[config.mk]
export PLATFORM = sky130hd
export DESIGN_NAME = riscv_pcctrl_flat
export DESIGN_NICKNAME = d
export VERILOG_FILES = /design/src/rtl/riscv_pcctrl_if.sv /design/src/rtl/riscv_pcctrl.sv /design/src/flat_wrapper.sv
export SDC_FILE = /design/constraint.sdc
export NUM_CORES = 1
export LEC_CHECK = 0
export CAP_MARGIN = 10
export CORE_MARGIN = 5
export CORE_UTILIZATION = 25
export CTS_CLUSTER_DIAMETER = 50
export DETAILED_ROUTE_END_ITERATION = 7
export PLACE_DENSITY = 0.6
export SYNTH_ARGS = -nofsm -noshare
export SYNTH_HDL_FRONTEND = slang
export SYNTH_SLANG_ARGS = --single-unit
[constraint.sdc]
create_clock -name i_riscv_pcctrl_clk -period 3.38 [get_ports i_riscv_pcctrl_clk]
set_clock_uncertainty 0.15 [all_clocks]
set_input_delay 0.338 -clock i_riscv_pcctrl_clk [delete_from_list [all_inputs] [get_ports i_riscv_pcctrl_clk]]
set_output_delay 0.338 -clock i_riscv_pcctrl_clk [all_outputs]
set_load 0.02 [all_outputs]
[src/rtl/riscv_pcctrl_if.sv]
// Signal bundle between the fetch/EX pipeline (master) and the next-PC sequencer (slave).
// Signal names match the sequencer's published port list.
interface riscv_pcctrl_if;
   logic        i_riscv_pcctrl_stall;
   logic [63:0] i_riscv_pcctrl_pc;
   logic        i_riscv_pcctrl_compressed;
   logic        i_riscv_pcctrl_branch_valid;
   logic [63:0] i_riscv_pcctrl_branch_target;
   logic        i_riscv_pcctrl_trap_valid;
   logic [63:0] i_riscv_pcctrl_trap_target;
   logic        i_riscv_pcctrl_mret_valid;
   logic [63:0] i_riscv_pcctrl_mepc;
   logic [63:0] o_riscv_pcctrl_nextpc;
   logic        o_riscv_pcctrl_stallpc;
   logic        o_riscv_pcctrl_flush;
   logic        o_riscv_pcctrl_pending;

   modport master (
      output i_riscv_pcctrl_stall, i_riscv_pcctrl_pc, i_riscv_pcctrl_compressed,
             i_riscv_pcctrl_branch_valid, i_riscv_pcctrl_branch_target,
             i_riscv_pcctrl_trap_valid, i_riscv_pcctrl_trap_target,
             i_riscv_pcctrl_mret_valid, i_riscv_pcctrl_mepc,
      input  o_riscv_pcctrl_nextpc, o_riscv_pcctrl_stallpc,
             o_riscv_pcctrl_flush, o_riscv_pcctrl_pending
   );

   modport slave (
      input  i_riscv_pcctrl_stall, i_riscv_pcctrl_pc, i_riscv_pcctrl_compressed,
             i_riscv_pcctrl_branch_valid, i_riscv_pcctrl_branch_target,
             i_riscv_pcctrl_trap_valid, i_riscv_pcctrl_trap_target,
             i_riscv_pcctrl_mret_valid, i_riscv_pcctrl_mepc,
      output o_riscv_pcctrl_nextpc, o_riscv_pcctrl_stallpc,
             o_riscv_pcctrl_flush, o_riscv_pcctrl_pending
   );
endinterface

[src/rtl/riscv_pcctrl.sv]
// Next-PC sequencer: sequential fetch, prioritised redirects (trap > mret > branch),
// a pending register that replays redirects seen during a stall, and a boot hold counter.
module riscv_pcctrl #(
   parameter int unsigned BOOT_CYCLES = 2
) (
   input  logic              i_riscv_pcctrl_clk,
   input  logic              i_riscv_pcctrl_rst_n,
   riscv_pcctrl_if.slave     bus
);

   typedef enum logic [1:0] {ST_BOOT, ST_RUN, ST_PEND} state_e;
   typedef enum logic [1:0] {PRIO_NONE, PRIO_BRANCH, PRIO_MRET, PRIO_TRAP} prio_e;

   localparam logic [3:0] BOOT_LOAD = 4'(BOOT_CYCLES - 1);

   state_e      state_q, state_d;
   logic [3:0]  boot_cnt_q, boot_cnt_d;
   prio_e       pend_prio_q, pend_prio_d;
   logic [63:0] pend_target_q, pend_target_d;

   prio_e       new_prio;
   logic [63:0] new_target;
   logic [63:0] seq_pc;
   logic        take_new;
   logic [63:0] nextpc;
   logic        stallpc;
   logic        flush;

   // Highest-priority incoming redirect; IALIGN=16 so only bit 0 is cleared.
   always_comb begin
      // NOTE: every signal written here gets a default first, so no path can infer a latch.
      new_prio   = PRIO_NONE;
      new_target = '0;
      if (bus.i_riscv_pcctrl_trap_valid) begin
         new_prio   = PRIO_TRAP;
         new_target = bus.i_riscv_pcctrl_trap_target;
      end else if (bus.i_riscv_pcctrl_mret_valid) begin
         new_prio   = PRIO_MRET;
         new_target = bus.i_riscv_pcctrl_mepc;
      end else if (bus.i_riscv_pcctrl_branch_valid) begin
         new_prio   = PRIO_BRANCH;
         new_target = bus.i_riscv_pcctrl_branch_target;
      end
      new_target[0] = 1'b0;
   end

   assign seq_pc = bus.i_riscv_pcctrl_pc +
                   (bus.i_riscv_pcctrl_compressed ? 64'd2 : 64'd4);

   // A younger branch replaces a held branch; anything else must strictly outrank it.
   assign take_new = (new_prio > pend_prio_q) ||
                     (new_prio == PRIO_BRANCH && pend_prio_q == PRIO_BRANCH);

   always_comb begin
      state_d       = state_q;
      boot_cnt_d    = boot_cnt_q;
      pend_prio_d   = pend_prio_q;
      pend_target_d = pend_target_q;
      nextpc        = seq_pc;
      stallpc       = 1'b1;
      flush         = 1'b0;

      unique case (state_q)
         ST_BOOT: begin
            if (boot_cnt_q == 4'd0) state_d    = ST_RUN;
            else                    boot_cnt_d = boot_cnt_q - 4'd1;
         end

         ST_RUN: begin
            if (bus.i_riscv_pcctrl_stall) begin
               if (new_prio != PRIO_NONE) begin
                  pend_prio_d   = new_prio;
                  pend_target_d = new_target;
                  state_d       = ST_PEND;
               end
            end else begin
               stallpc = 1'b0;
               if (new_prio != PRIO_NONE) begin
                  nextpc = new_target;
                  flush  = 1'b1;
               end
            end
         end

         ST_PEND: begin
            if (bus.i_riscv_pcctrl_stall) begin
               if (take_new) begin
                  pend_prio_d   = new_prio;
                  pend_target_d = new_target;
               end
            end else begin
               stallpc       = 1'b0;
               flush         = 1'b1;
               nextpc        = take_new ? new_target : pend_target_q;
               pend_prio_d   = PRIO_NONE;
               pend_target_d = '0;
               state_d       = ST_RUN;
            end
         end

         default: state_d = ST_BOOT;
      endcase
   end

   always_ff @(posedge i_riscv_pcctrl_clk or negedge i_riscv_pcctrl_rst_n) begin
      if (!i_riscv_pcctrl_rst_n) begin
         state_q       <= ST_BOOT;
         boot_cnt_q    <= BOOT_LOAD;
         pend_prio_q   <= PRIO_NONE;
         pend_target_q <= '0;
      end else begin
         // NOTE: non-blocking so every register updates from the same pre-edge values.
         state_q       <= state_d;
         boot_cnt_q    <= boot_cnt_d;
         pend_prio_q   <= pend_prio_d;
         pend_target_q <= pend_target_d;
      end
   end

   assign bus.o_riscv_pcctrl_nextpc  = nextpc;
   assign bus.o_riscv_pcctrl_stallpc = stallpc;
   assign bus.o_riscv_pcctrl_flush   = flush;
   assign bus.o_riscv_pcctrl_pending = (state_q == ST_PEND);

endmodule

[src/flat_wrapper.sv]
// flat-port wrapper written by rule: the top's interface ports become plain ports
module riscv_pcctrl_flat 
#(
   parameter int unsigned BOOT_CYCLES = 2
)
  (i_riscv_pcctrl_clk, i_riscv_pcctrl_rst_n, bus_i_riscv_pcctrl_stall, bus_i_riscv_pcctrl_pc, bus_i_riscv_pcctrl_compressed, bus_i_riscv_pcctrl_branch_valid, bus_i_riscv_pcctrl_branch_target, bus_i_riscv_pcctrl_trap_valid, bus_i_riscv_pcctrl_trap_target, bus_i_riscv_pcctrl_mret_valid, bus_i_riscv_pcctrl_mepc, bus_o_riscv_pcctrl_nextpc, bus_o_riscv_pcctrl_stallpc, bus_o_riscv_pcctrl_flush, bus_o_riscv_pcctrl_pending);
  riscv_pcctrl_if bus_i ();
  input  logic i_riscv_pcctrl_clk;
  input  logic i_riscv_pcctrl_rst_n;
  input wire logic [$bits(bus_i.i_riscv_pcctrl_stall)-1:0] bus_i_riscv_pcctrl_stall;
  input wire logic [$bits(bus_i.i_riscv_pcctrl_pc)-1:0] bus_i_riscv_pcctrl_pc;
  input wire logic [$bits(bus_i.i_riscv_pcctrl_compressed)-1:0] bus_i_riscv_pcctrl_compressed;
  input wire logic [$bits(bus_i.i_riscv_pcctrl_branch_valid)-1:0] bus_i_riscv_pcctrl_branch_valid;
  input wire logic [$bits(bus_i.i_riscv_pcctrl_branch_target)-1:0] bus_i_riscv_pcctrl_branch_target;
  input wire logic [$bits(bus_i.i_riscv_pcctrl_trap_valid)-1:0] bus_i_riscv_pcctrl_trap_valid;
  input wire logic [$bits(bus_i.i_riscv_pcctrl_trap_target)-1:0] bus_i_riscv_pcctrl_trap_target;
  input wire logic [$bits(bus_i.i_riscv_pcctrl_mret_valid)-1:0] bus_i_riscv_pcctrl_mret_valid;
  input wire logic [$bits(bus_i.i_riscv_pcctrl_mepc)-1:0] bus_i_riscv_pcctrl_mepc;
  output wire logic [$bits(bus_i.o_riscv_pcctrl_nextpc)-1:0] bus_o_riscv_pcctrl_nextpc;
  output wire logic [$bits(bus_i.o_riscv_pcctrl_stallpc)-1:0] bus_o_riscv_pcctrl_stallpc;
  output wire logic [$bits(bus_i.o_riscv_pcctrl_flush)-1:0] bus_o_riscv_pcctrl_flush;
  output wire logic [$bits(bus_i.o_riscv_pcctrl_pending)-1:0] bus_o_riscv_pcctrl_pending;
  assign bus_i.i_riscv_pcctrl_stall = bus_i_riscv_pcctrl_stall;
  assign bus_i.i_riscv_pcctrl_pc = bus_i_riscv_pcctrl_pc;
  assign bus_i.i_riscv_pcctrl_compressed = bus_i_riscv_pcctrl_compressed;
  assign bus_i.i_riscv_pcctrl_branch_valid = bus_i_riscv_pcctrl_branch_valid;
  assign bus_i.i_riscv_pcctrl_branch_target = bus_i_riscv_pcctrl_branch_target;
  assign bus_i.i_riscv_pcctrl_trap_valid = bus_i_riscv_pcctrl_trap_valid;
  assign bus_i.i_riscv_pcctrl_trap_target = bus_i_riscv_pcctrl_trap_target;
  assign bus_i.i_riscv_pcctrl_mret_valid = bus_i_riscv_pcctrl_mret_valid;
  assign bus_i.i_riscv_pcctrl_mepc = bus_i_riscv_pcctrl_mepc;
  assign bus_o_riscv_pcctrl_nextpc = bus_i.o_riscv_pcctrl_nextpc;
  assign bus_o_riscv_pcctrl_stallpc = bus_i.o_riscv_pcctrl_stallpc;
  assign bus_o_riscv_pcctrl_flush = bus_i.o_riscv_pcctrl_flush;
  assign bus_o_riscv_pcctrl_pending = bus_i.o_riscv_pcctrl_pending;
  riscv_pcctrl #(.BOOT_CYCLES(BOOT_CYCLES)) u_core (.i_riscv_pcctrl_clk(i_riscv_pcctrl_clk), .i_riscv_pcctrl_rst_n(i_riscv_pcctrl_rst_n), .bus(bus_i));
endmodule
==> metrics.md <==
| Metric | Value |
|---|---|
| 1st-pass router iterations | 5 |
| Sequential share of the synthesized area | roughly 25% |
| Area leader, netlist | dfrtp_1 |
| Ys flop type | dfrtp_1 |
| RSZ-0062 raised after global routing | yes |
| Top cells by area, synth | dfrtp_1, a32oi_1, a22oi_1, nand2_1, a221o_1 |
| Vias post-DR | about 10k |
| GRT Total Usage | between 20% and 30% |
| XOR/XNOR share of the synthesized area | around 7% |
| Vias per cell | 5.43 |
| DRC | 0 |
| Largest family of logic cells by synthesized area | compound AO/OA/AOI/OAI gates |
| Top cell type's share of synthesized area | about a quarter |
| Tcrit/Tclk final | 99.3% |
| FF+latch count, synth | 72 |
| # IOs | 330 |
| FF+latch area | between 0.0015 and 0.002 mm^2 |
| Die width | roughly 180 um |
| Critical Path Sink Type | output port |
| Worst-margin pin slew | 1060 ps |
| Asr flop ratio synth | 100% |
| Post-synth EDFFs | 0 |
| Compound-Gate Fraction of Synth Area | around 39% |
| Worst vdd ir | around 0.53 mV |
| Synth warn | 0 |
| GPL Wtd Cong | approximately 0.9 |
| Largest net degree at the start of global routing | between 70 and 80 |
| Synthesized instance count | about 940 |
| Worst slack, placed | -728 ps |
| Simple-Gate Fraction of Synth Area | between 15 and 20% |
| DRT iter0 DRCs | approximately 660 |
| Post-Place Cells | roughly 1.8k |
| R2r setup slk | 490 ps |
| Fmax | just under 300 MHz |
| Worst hold slack | roughly 37 ps |
| Multi-input logic area | roughly 0.0054 mm^2 |
| Most common cell in the netlist | nand2_1 |
| Row cnt | between 60 and 70 |
| Routed WL | between 30000 and 40000 um |
| Critical Path RT | ~2900 ps |
| Area grow syn2layout | 78.5% |
| CP startpoint kind | input port |
| Fin cells | 1793 |
| Antenna Nets Post-Route | 0 |
| Final nets | 1677 |
| Vias in the first global route | between 9k and 10k |
| Initial antenna violation count | 2 |
| Number of fill cells | 2896 |
| Slew HR | 29.5% |
| DP HPWL | 27700 um |
| Clk root buf | clkbuf_16 |
| Setup ws final | roughly 25 ps |
| Core area | between 0.02 and 0.03 mm^2 |
| Pwr dens | about 580 mW/mm^2 |
| Die height | roughly 180 um |
| Synth cell types | 60 |
| Avg Inst Size Synth | between 7 and 8 um^2 |
| Die footprint | between 0.03 and 0.04 mm^2 |
| Min-delay worst type | in -> async |
| Adder-cell area share of the yosys netlist | between 1.5 and 2% |
| WL per Instance | between 20 and 25 um |
| Final min period | 3350 ps |
| Worst path arrival time | 2870 ps |
| Antenna fix cells | 0 |
| Max-slew violations | 0 |
| CTS clock-pin slew for the worst setup and hold paths | ~60 ps |
| Clock latency on the worst-skew pair | 340 ps |
| Setup CP Type | in -> out |
| Worst-path maximum fanout | 26 |
| Max Cap Viol | 0 |
| Lkg Pwr | 0.00536 uW |
| Synth top cells by count | nand2_1, a32oi_1, a22oi_1, clkbuf_1, dfrtp_1 |
| CTS tree | built |
| Status | complete, no violations |
| Post-Syn Area | approximately 0.0072 mm^2 |
| Port buffer count | 326 |
| Syn nets | between 1k and 1.5k |
| CTS Buffer Depth | 2 |
| Grt ovf | 0 |
| Final setup vio count | 0 |
| Initial Util | 25.3% |
| Share of cells above drive strength 1 | roughly a quarter |
| First-pass GRT wire length | roughly 56000 um |
| H-Tree Depth | 3 |
| Post-synthesis mux area share | 1.38% |
| Final hold viol count | 0 |
| Clock Sinks | between 70 and 80 |
| TritonCTS Buffers | 9 |
sequential cells by signal (all words and copies together) (netlist names):
register / count
u_core.state_q: 2
u_core.pend_prio_q: 2
u_core.pend_target_q: 64
u_core.boot_cnt_q: 4
through the flow:
stage	utilization [%]	TNS, ps	total power (uW)	area [um^2]
after global routing	45.1	-137	8030	12900
after floorplan	-	-35.2	4250	7390
after CTS	44.9	-35.7	7630	12900
final	45.1	0	7540	12900
after global placement	43.6	-23460	6690	12500
after detailed placement	43.6	-24260	6750	12500
timing repair:
item                                    in CTS  in global routing
endpoints found under the setup margin      59                 56
cloned                                       0                  1
pin swaps                                   14                 14
gates resized for setup                    181                 83
hold buffers                                 0                  0
setup buffers                                1                  1
routing by layer:
| layer | track usage (%) | vias up | wire length (um) |
|---|---|---|---|
| met4 | 4.51 | 4 | 501 |
| li1 | - | 4609 | - |
| met3 | 5.11 | 31 | 2680 |
| met1 | 29.1 | 4683 | 16500 |
| met2 | 35.2 | 414 | 17100 |
| met5 | 0 | - | 21 |
final timing paths:
path,startpoint,end,cells after the start
hold / removal,i_riscv_pcctrl_rst_n,u_core.pend_target_q[1],1
setup reg to reg,u_core.pend_prio_q[1],u_core.pend_target_q[4],11
setup / recovery,bus_i_riscv_pcctrl_branch_valid,bus_o_riscv_pcctrl_nextpc[2],10
max in group asynchronous,i_riscv_pcctrl_rst_n,u_core.pend_target_q[35],1
hold reg to reg,u_core.boot_cnt_q[3],u_core.boot_cnt_q[3],1
min in group i_riscv_pcctrl_clk,bus_i_riscv_pcctrl_trap_valid,u_core.pend_prio_q[1],4
final cells by class:
cell class,instances,share of cell area (%)
Clock inverter,7,0.744
Tap cell,384,3.71
Clock buffer,9,1.74
Timing Repair Buffer,544,37.5
Inverter,26,0.754
Sequential cell,72,13.9
Multi-Input combinational cell,751,41.6
cells in the final DEF, fill, tap and decap left out, drive strengths merged, types with 15 or more instances in the layout:
cell             n
buf            244
clkdlybuf4s50  242
nand2          146
o21ai          100
a32oi           91
a22oi           81
dfrtp           71
nor2            46
a221o           38
xnor2           36
clkbuf          33
inv             26
xor2            22
nand3           21
o221ai          21
nand4           17
o2bb2ai         16
dlymetal6s2s    15
worst max-delay path, cell delays in order:
cell	delay (ps)
clkdlybuf4s50_1	500
nor2b_4	170
buf_4	110
buf_4	310
a22oi_1	120
o21ai_0	240
buf_4	170
mux2i_1	70
o221ai_1	160
clkdlybuf4s50_1	670
cells by family (layout without fill, tap and decap cells):
family / after synthesis / count (layout)
AND/OR/NAND/NOR: 297 / 297
adder cells (fa/ha/maj): 10 / 10
flip-flops: 72 / 72
buffers and inverters: 114 / 586
AO/OA/AOI/OAI: 376 / 376
XOR/XNOR: 58 / 58
multiplexers: 10 / 10
power breakdown:
| group | internal [uW] | switching, uW |
|---|---|---|
| clock network | 647 | 421 |
| logic | 2070 | 2840 |
| registers | 1260 | 302 |
Power figures use the tool's default switching activity.
